--- src/rtl/l3_core_ep_if.sv ---
// L3 core endpoint bus: command, buffer-access and response signals.
// master = channel side, slave = core endpoint.
interface l3_core_ep_if #(
    parameter int ADDR_W = 14,
    parameter int DATA_W = 32
);
    logic              cmd_en;
    logic [7:0]        cmd_op;
    logic [15:0]       cmd_extend;
    logic [15:0]       wr_size;
    logic              cmd_rdy;
    logic              wr_open;
    logic              buf_wr_en;
    logic              rd_open;
    logic              buf_rd_en;
    logic              wb_rd_en;
    logic [ADDR_W-1:0] wb_rd_addr;
    logic [DATA_W-1:0] wb_rd_d;
    logic              rb_wr_en;
    logic [ADDR_W-1:0] rb_wr_addr;
    logic [DATA_W-1:0] rb_wr_d;
    logic              resp_rdy;
    logic              resp_done;
    logic [1:0]        resp_err;
    logic [3:0]        resp_res;
    logic [31:0]       chk_sum;

    modport master (
        output cmd_en, cmd_op, cmd_extend, wr_size, buf_wr_en, buf_rd_en, wb_rd_d,
        input  cmd_rdy, wr_open, rd_open, wb_rd_en, wb_rd_addr, rb_wr_en, rb_wr_addr,
               rb_wr_d, resp_rdy, resp_done, resp_err, resp_res, chk_sum
    );

    modport slave (
        input  cmd_en, cmd_op, cmd_extend, wr_size, buf_wr_en, buf_rd_en, wb_rd_d,
        output cmd_rdy, wr_open, rd_open, wb_rd_en, wb_rd_addr, rb_wr_en, rb_wr_addr,
               rb_wr_d, resp_rdy, resp_done, resp_err, resp_res, chk_sum
    );
endinterface

--- src/rtl/l3_core_ep.sv ---
// Core-side L3 endpoint: WRITE drains and checksums the write buffer, READ fills the read buffer.
// Optional watchdog on channel stalls: define L3_EP_TIMEOUT_EN.
module l3_core_ep #(
    parameter int ADDR_W      = 14,
    parameter int DATA_W      = 32,
    parameter int TIMEOUT_CYC = 65535
) (
    input  logic        clk,
    input  logic        rst_n,
    input  logic        clr_core,
    l3_core_ep_if.slave bus
);
    localparam logic [2:0]  S_IDLE   = 3'd0;
    localparam logic [2:0]  S_WFILL  = 3'd1;
    localparam logic [2:0]  S_WDRAIN = 3'd2;
    localparam logic [2:0]  S_RFILL  = 3'd3;
    localparam logic [2:0]  S_RDRAIN = 3'd4;
    localparam logic [2:0]  S_RESP   = 3'd5;

    localparam logic [7:0]  OP_WRITE = 8'h01;
    localparam logic [7:0]  OP_READ  = 8'h02;
    localparam logic [16:0] MAX_CNT  = 17'd1 << ADDR_W;

    localparam logic [1:0]  E_OK      = 2'b00;
    localparam logic [1:0]  E_OP      = 2'b01;
    localparam logic [1:0]  E_SIZE    = 2'b10;
    localparam logic [1:0]  E_TIMEOUT = 2'b11;

    function automatic logic [1:0] check_cmd(input logic [7:0] op, input logic [16:0] cnt);
        if (op != OP_WRITE && op != OP_READ) return E_OP;
        if (cnt == 17'd0 || cnt > MAX_CNT)   return E_SIZE;
        return E_OK;
    endfunction

    function automatic logic [DATA_W-1:0] fill_word(input logic [15:0] idx);
        logic [31:0] w;
        w = {idx, ~idx};
        return DATA_W'(w);
    endfunction

    logic [2:0]  state;
    logic [16:0] cnt;
    logic [16:0] n;
    logic [3:0]  op_res;
    logic        vld_p1;
    logic [31:0] chk_sum;
    logic        resp_done;
    logic [1:0]  resp_err;
    logic [3:0]  resp_res;

    logic        cmd_rdy;
    logic        accept;
    logic        strobe;
    logic        last_strobe;
    logic        wb_rd_en;
    logic [16:0] acc_cnt;
    logic [16:0] cnt_inc;
    logic [1:0]  acc_err;

`ifdef L3_EP_TIMEOUT_EN
    localparam logic [15:0] TO_LIM = 16'(TIMEOUT_CYC - 1);
    logic [15:0] wdog;
`endif

    // cmd_rdy is gated by rst_n so every output reads 0 while reset is held
    assign cmd_rdy     = rst_n && (state == S_IDLE);
    assign accept      = cmd_rdy && bus.cmd_en;
    assign acc_cnt     = (bus.cmd_op == OP_READ) ? {1'b0, bus.cmd_extend} : {1'b0, bus.wr_size};
    assign acc_err     = check_cmd(bus.cmd_op, acc_cnt);
    assign cnt_inc     = cnt + 17'd1;
    assign strobe      = (state == S_WFILL && bus.buf_wr_en) || (state == S_RDRAIN && bus.buf_rd_en);
    assign last_strobe = strobe && (cnt_inc == n);
    assign wb_rd_en    = (state == S_WDRAIN) && (cnt != n);

    assign bus.cmd_rdy    = cmd_rdy;
    assign bus.wr_open    = (state == S_WFILL);
    assign bus.rd_open    = (state == S_RDRAIN);
    assign bus.wb_rd_en   = wb_rd_en;
    assign bus.wb_rd_addr = cnt[ADDR_W-1:0];
    assign bus.rb_wr_en   = (state == S_RFILL);
    assign bus.rb_wr_addr = cnt[ADDR_W-1:0];
    assign bus.rb_wr_d    = (state == S_RFILL) ? fill_word(cnt[15:0]) : '0;
    assign bus.resp_rdy   = (state == S_RESP);
    assign bus.resp_done  = resp_done;
    assign bus.resp_err   = resp_err;
    assign bus.resp_res   = resp_res;
    assign bus.chk_sum    = chk_sum;

    always_ff @(posedge clk or negedge rst_n) begin
        if (!rst_n) begin
            state     <= S_IDLE;
            cnt       <= '0;
            n         <= '0;
            op_res    <= '0;
            vld_p1    <= 1'b0;
            chk_sum   <= '0;
            resp_done <= 1'b0;
            resp_err  <= E_OK;
            resp_res  <= '0;
`ifdef L3_EP_TIMEOUT_EN
            wdog      <= '0;
`endif
        end else if (clr_core) begin
            state  <= S_IDLE;
            cnt    <= '0;
            vld_p1 <= 1'b0;
`ifdef L3_EP_TIMEOUT_EN
            wdog   <= '0;
`endif
        end else begin
            // p1: write-buffer data arrives one cycle after wb_rd_en
            vld_p1 <= wb_rd_en;
            if (vld_p1) chk_sum <= chk_sum + 32'(bus.wb_rd_d);
`ifdef L3_EP_TIMEOUT_EN
            // Zero outside the open states, so it restarts on every entry
            wdog <= (strobe || (state != S_WFILL && state != S_RDRAIN)) ? 16'd0 : wdog + 16'd1;
`endif
            case (state)
                S_IDLE: begin
                    if (accept) begin
                        op_res    <= bus.cmd_op[3:0];
                        n         <= acc_cnt;
                        cnt       <= '0;
                        chk_sum   <= '0;
                        resp_done <= 1'b0;
                        resp_err  <= acc_err;
                        resp_res  <= '0;
                        if (acc_err != E_OK) begin
                            state    <= S_RESP;
                            resp_res <= bus.cmd_op[3:0];
                        end else if (bus.cmd_op == OP_WRITE) begin
                            state <= S_WFILL;
                        end else begin
                            state <= S_RFILL;
                        end
                    end
                end
                S_WFILL, S_RDRAIN: begin
                    if (strobe) begin
                        cnt <= cnt_inc;
                        if (last_strobe) begin
                            cnt <= '0;
                            if (state == S_WFILL) begin
                                state <= S_WDRAIN;
                            end else begin
                                state     <= S_RESP;
                                resp_done <= 1'b1;
                                resp_err  <= E_OK;
                                resp_res  <= op_res;
                            end
                        end
                    end
`ifdef L3_EP_TIMEOUT_EN
                    else if (wdog == TO_LIM) begin
                        state     <= S_RESP;
                        resp_done <= 1'b0;
                        resp_err  <= E_TIMEOUT;
                        resp_res  <= op_res;
                    end
`endif
                end
                S_WDRAIN: begin
                    // Extra cycle at cnt==n lets the last read word land in chk_sum
                    if (cnt == n) begin
                        state     <= S_RESP;
                        cnt       <= '0;
                        resp_done <= 1'b1;
                        resp_err  <= E_OK;
                        resp_res  <= op_res;
                    end else begin
                        cnt <= cnt_inc;
                    end
                end
                S_RFILL: begin
                    if (cnt_inc == n) begin
                        state <= S_RDRAIN;
                        cnt   <= '0;
                    end else begin
                        cnt <= cnt_inc;
                    end
                end
                S_RESP:  state <= S_IDLE;
                default: state <= S_IDLE;
            endcase
        end
    end
endmodule

--- src/flat_wrapper.sv ---
// flat-port wrapper written by rule: the top's interface ports become plain ports
module l3_core_ep_flat 
#(
    parameter int ADDR_W      = 14,
    parameter int DATA_W      = 32,
    parameter int TIMEOUT_CYC = 65535
)
  (clk, rst_n, clr_core, bus_cmd_en, bus_cmd_op, bus_cmd_extend, bus_wr_size, bus_buf_wr_en, bus_buf_rd_en, bus_wb_rd_d, bus_cmd_rdy, bus_wr_open, bus_rd_open, bus_wb_rd_en, bus_wb_rd_addr, bus_rb_wr_en, bus_rb_wr_addr, bus_rb_wr_d, bus_resp_rdy, bus_resp_done, bus_resp_err, bus_resp_res, bus_chk_sum);
  l3_core_ep_if #(.ADDR_W(ADDR_W), .DATA_W(DATA_W)) bus_i ();
  input  logic clk;
  input  logic rst_n;
  input  logic clr_core;
  input wire logic [$bits(bus_i.cmd_en)-1:0] bus_cmd_en;
  input wire logic [$bits(bus_i.cmd_op)-1:0] bus_cmd_op;
  input wire logic [$bits(bus_i.cmd_extend)-1:0] bus_cmd_extend;
  input wire logic [$bits(bus_i.wr_size)-1:0] bus_wr_size;
  input wire logic [$bits(bus_i.buf_wr_en)-1:0] bus_buf_wr_en;
  input wire logic [$bits(bus_i.buf_rd_en)-1:0] bus_buf_rd_en;
  input wire logic [$bits(bus_i.wb_rd_d)-1:0] bus_wb_rd_d;
  output wire logic [$bits(bus_i.cmd_rdy)-1:0] bus_cmd_rdy;
  output wire logic [$bits(bus_i.wr_open)-1:0] bus_wr_open;
  output wire logic [$bits(bus_i.rd_open)-1:0] bus_rd_open;
  output wire logic [$bits(bus_i.wb_rd_en)-1:0] bus_wb_rd_en;
  output wire logic [$bits(bus_i.wb_rd_addr)-1:0] bus_wb_rd_addr;
  output wire logic [$bits(bus_i.rb_wr_en)-1:0] bus_rb_wr_en;
  output wire logic [$bits(bus_i.rb_wr_addr)-1:0] bus_rb_wr_addr;
  output wire logic [$bits(bus_i.rb_wr_d)-1:0] bus_rb_wr_d;
  output wire logic [$bits(bus_i.resp_rdy)-1:0] bus_resp_rdy;
  output wire logic [$bits(bus_i.resp_done)-1:0] bus_resp_done;
  output wire logic [$bits(bus_i.resp_err)-1:0] bus_resp_err;
  output wire logic [$bits(bus_i.resp_res)-1:0] bus_resp_res;
  output wire logic [$bits(bus_i.chk_sum)-1:0] bus_chk_sum;
  assign bus_i.cmd_en = bus_cmd_en;
  assign bus_i.cmd_op = bus_cmd_op;
  assign bus_i.cmd_extend = bus_cmd_extend;
  assign bus_i.wr_size = bus_wr_size;
  assign bus_i.buf_wr_en = bus_buf_wr_en;
  assign bus_i.buf_rd_en = bus_buf_rd_en;
  assign bus_i.wb_rd_d = bus_wb_rd_d;
  assign bus_cmd_rdy = bus_i.cmd_rdy;
  assign bus_wr_open = bus_i.wr_open;
  assign bus_rd_open = bus_i.rd_open;
  assign bus_wb_rd_en = bus_i.wb_rd_en;
  assign bus_wb_rd_addr = bus_i.wb_rd_addr;
  assign bus_rb_wr_en = bus_i.rb_wr_en;
  assign bus_rb_wr_addr = bus_i.rb_wr_addr;
  assign bus_rb_wr_d = bus_i.rb_wr_d;
  assign bus_resp_rdy = bus_i.resp_rdy;
  assign bus_resp_done = bus_i.resp_done;
  assign bus_resp_err = bus_i.resp_err;
  assign bus_resp_res = bus_i.resp_res;
  assign bus_chk_sum = bus_i.chk_sum;
  l3_core_ep #(.ADDR_W(ADDR_W), .DATA_W(DATA_W), .TIMEOUT_CYC(TIMEOUT_CYC)) u_core (.clk(clk), .rst_n(rst_n), .clr_core(clr_core), .bus(bus_i));
endmodule
--- config.mk ---
export PLATFORM = sky130hd
export DESIGN_NAME = l3_core_ep_flat
export DESIGN_NICKNAME = d
export VERILOG_FILES = /design/src/rtl/l3_core_ep_if.sv /design/src/rtl/l3_core_ep.sv /design/src/flat_wrapper.sv
export SDC_FILE = /design/constraint.sdc
export NUM_CORES = 1
export LEC_CHECK = 0
export ABC_AREA = 1
export CAP_MARGIN = 20
export CORE_MARGIN = 5
export CORE_UTILIZATION = 51
export DETAILED_ROUTE_END_ITERATION = 7
export PLACE_DENSITY = 0.83
export SKIP_CTS_REPAIR_TIMING = 1
export SYNTH_ARGS = -nofsm -noshare
export SYNTH_HDL_FRONTEND = slang
export SYNTH_SLANG_ARGS = --single-unit
export TNS_END_PERCENT = 1
--- constraint.sdc ---
create_clock -name clk -period 2.5 [get_ports clk]
set_input_delay 0.25 -clock clk [delete_from_list [all_inputs] [get_ports clk]]
set_output_delay 0.25 -clock clk [all_outputs]
set_load 0.02 [all_outputs]
==> results.ini <==
[synthesis]
synth_seq_area_share_pct=28.1
synth.largest_area_cell=dfrtp_1
netlist.area_leader.share_pct=28.1
syn_nets=1197
synth_cells=1086
yosysWarnings=0
synth-edff-count=0
synth_ff_type=dfrtp_1
avgSynthCellArea_um2=6.56
synth-async-reset-ratio_pct=100
synth_seq_cells=80
synth_cell_types=46
synth_area_leaders=dfrtp_1, nand2_1, nor2_1
synth_area_mm2=0.00712

[setup_path]
crit_path_top_delay_cell=dfrtp_2
endpoint_kind=register
cp_data_required_time_ps=2720
worst-endpoint-arrival_ps=2520
critPathMaxFanout=14
cp_common_cell=nand2_1
crit_type=register to register
startpoint_type=register
max_stage_delay_ps=520
path_cells=nand2_2, inv_2, nand2_1, nor2_4, nand2_1, nand2_1, nand2_1, a21oi_1, nand2_1, nor2_2, nand2_1, a21oi_2, nand2_2, nand2_8, o21ai_0

[placed_design]
port_buffers=182
place_ws_ps=-117
place_congestion=0.961
hpwl_um=17300

[floorplanning]
die_x_um=128
initial_core_util_pct=51.7
core_area_mm2=0.0138
io_pins=183
die_y_um=128
rows=43
dieArea_mm2=0.0164

[detailed_routing]
first_iter_violations=566
num_vias=7702
post_drt_wl_per_cell_um=15.6
drtPass1Iterations=7
vias_per_cell=5.30
drcViolationCount=0
wl_um=22700
final_antenna_net_count=0

[worst_hold_path]
hold_path.class=primary input to asynchronous set/reset pin

[timing]
finalClockSkew_ps=5.19
holdWs_ps=481
fin_ws_ps=203
max-slew-margin-rel_pct=47.5
final.setup.tns_ps=0
max_freq_ghz=0.435
setup_viol=0
tightest_slew_ps=784
final_max_slew_viol_count=0
timing.final.crit_share_pct=91.9
timing.final.crit_period_ps=2300
rsz0062_at_grt=true
hold_violations=0

[clock_network]
tritoncts=built
clkTransAtPathRegs_ps=60
cts_sinks=80
clockBufferDepth=2
cts_root_buf=clkbuf_16
clk-insertion-delay-late_ps=350
cts_max_level=3
cts_buffers=9

[layout]
mostFrequentLayoutCells=nand2_1, clkdlybuf4s50_1, nor2_1
final_nets=1380
insertedDiodeCount=0
nFillCells=1186
multi_input_area_mm2=0.00430
final_common_cell=nand2_1
regArea_mm2=0.00201
layout-drive-gt1-share_pct=10.6
area_delta_synth_final_pct=35.3

[global_route]
grt_pass1_vias=7163
grt_overflow=0
grt_util_all_layers_pct=27.0
grt_max_degree=81
grt_pass1_wl_um=35800
antenna_found_initial=0

[job]
maxCapViolCount=0

[power_and_ir_drop]
vdd_drop_max_uv=894
p_per_area_mw_per_mm2=847
p_leak_nw=5.09

[outcome]
outcome=finished, final reports clean

[metal layers]
| metal | track usage (%) | share of wire, % | wire length, µm |
|---|---|---|---|
| met3 | 6.08 | 8.2 | 1880 |
| met5 | 0 | 0 | 0 |
| met4 | 7.43 | 1.6 | 371 |
| met1 | 36.9 | 44 | 9960 |
| met2 | 43.3 | 46 | 10500 |
[synthesized netlist by cell type (3+ instances only)]
library cell	instances
inv_2	8
o211ai_1	9
nand2_2	10
nor2_2	7
nand3b_1	3
ha_1	32
o21ai_2	10
a21boi_0	5
nor2_4	5
xor2_1	24
buf_2	8
o21ai_0	83
inv_1	116
nand2_4	3
dfrtp_1	80
buf_4	33
nor2_1	129
a21oi_1	58
nand3_1	70
nor4_1	3
xnor2_1	8
nand3_4	3
or2_2	3
o21bai_1	4
nand4_1	15
nor3_1	11
a211oi_1	3
clkbuf_1	19
o21ai_1	6
a31oi_1	6
o22ai_1	4
nand2_1	290
[sequential cells by signal, summed over array words and instances (netlist names)]
register / cells
u_core.state: 3
u_core.bus.resp_res: 4
u_core.op_res: 4
u_core.cnt: 17
u_core.n: 16
u_core.vld_p1: 1
u_core.bus.resp_err: 2
u_core.bus.resp_done: 1
u_core.bus.chk_sum: 32
[worst max-delay path, delay by kind of cell, from the launching register on]
| family | cells | cell delay, ps |
|---|---|---|
| simple gates | 11 | 1150 |
| flops | 1 | 520 |
| compound gates | 3 | 430 |
| buf+inv | 1 | 60 |
[power breakdown]
part	internal, mW	leakage [nW]	total, mW	switching, mW
Sequential	1.73	1.04	2.17	0.448
Combinational	1.93	3.90	4.65	2.72
Clock	0.775	0.143	1.34	0.563
Total	4.43	5.09	8.16	3.73
[layout make-up]
| type | count | area share (%) |
|---|---|---|
| sequential | 80 | 20.9 |
| multi-input combinational | 819 | 44.7 |
| clock buffer | 11 | 2.42 |
| inverter | 124 | 4.83 |
| tap | 180 | 2.34 |
| timing repair buffer | 235 | 24.3 |
| clock inverter | 5 | 0.598 |
[logic make-up (layout without fill, tap and decap cells)]
kind of cell / after synthesis / in the layout / synth area share [%]
DFF: 80 / 80 / 28.1
and+or+nand+nor: 557 / 557 / 34.2
xor gates and xnor gates: 32 / 32 / 3.94
adders and majority gates: 33 / 33 / 5.90
buffers and inverters: 187 / 375 / 12.2
AOI/OAI and AO/OA: 197 / 197 / 15.7
[final timing paths]
kind                                                          from                                  to  slack [ps]  cells after the start
worst max-delay path                     u_core.cnt[5]$_DFFE_PN0P_           u_core.cnt[5]$_DFFE_PN0P_         200                     15
worst min-delay path                                         rst_n             u_core.n[7]$_DFFE_PN0P_         480                      3
worst max register to register           u_core.cnt[5]$_DFFE_PN0P_           u_core.cnt[5]$_DFFE_PN0P_         200                     15
worst min register to register  u_core.bus.resp_res[2]$_DFFE_PN0P_  u_core.bus.resp_res[2]$_DFFE_PN0P_         490                      2
max in group asynchronous                                    rst_n  u_core.bus.chk_sum[30]$_DFFE_PN0N_        1410                      4
min in group clk                u_core.bus.resp_res[2]$_DFFE_PN0P_  u_core.bus.resp_res[2]$_DFFE_PN0P_         490                      2
[metrics by stage]
| stage | cell area (µm²) | util [%] | power, mW | instances |
|---|---|---|---|---|
| after detailed placement | 9160 | 66.5 | 6.66 | 1436 |
| after CTS | 9450 | 68.6 | 8.04 | 1452 |
| after global routing | 9630 | 69.9 | 8.78 | 1454 |
| after global placement | 9160 | 66.5 | 6.59 | 1436 |
| after floorplan | 7120 | - | 4.90 | 1086 |
| final | 9630 | 69.9 | 8.16 | 1454 |
Power figures use the tool's default switching activity.
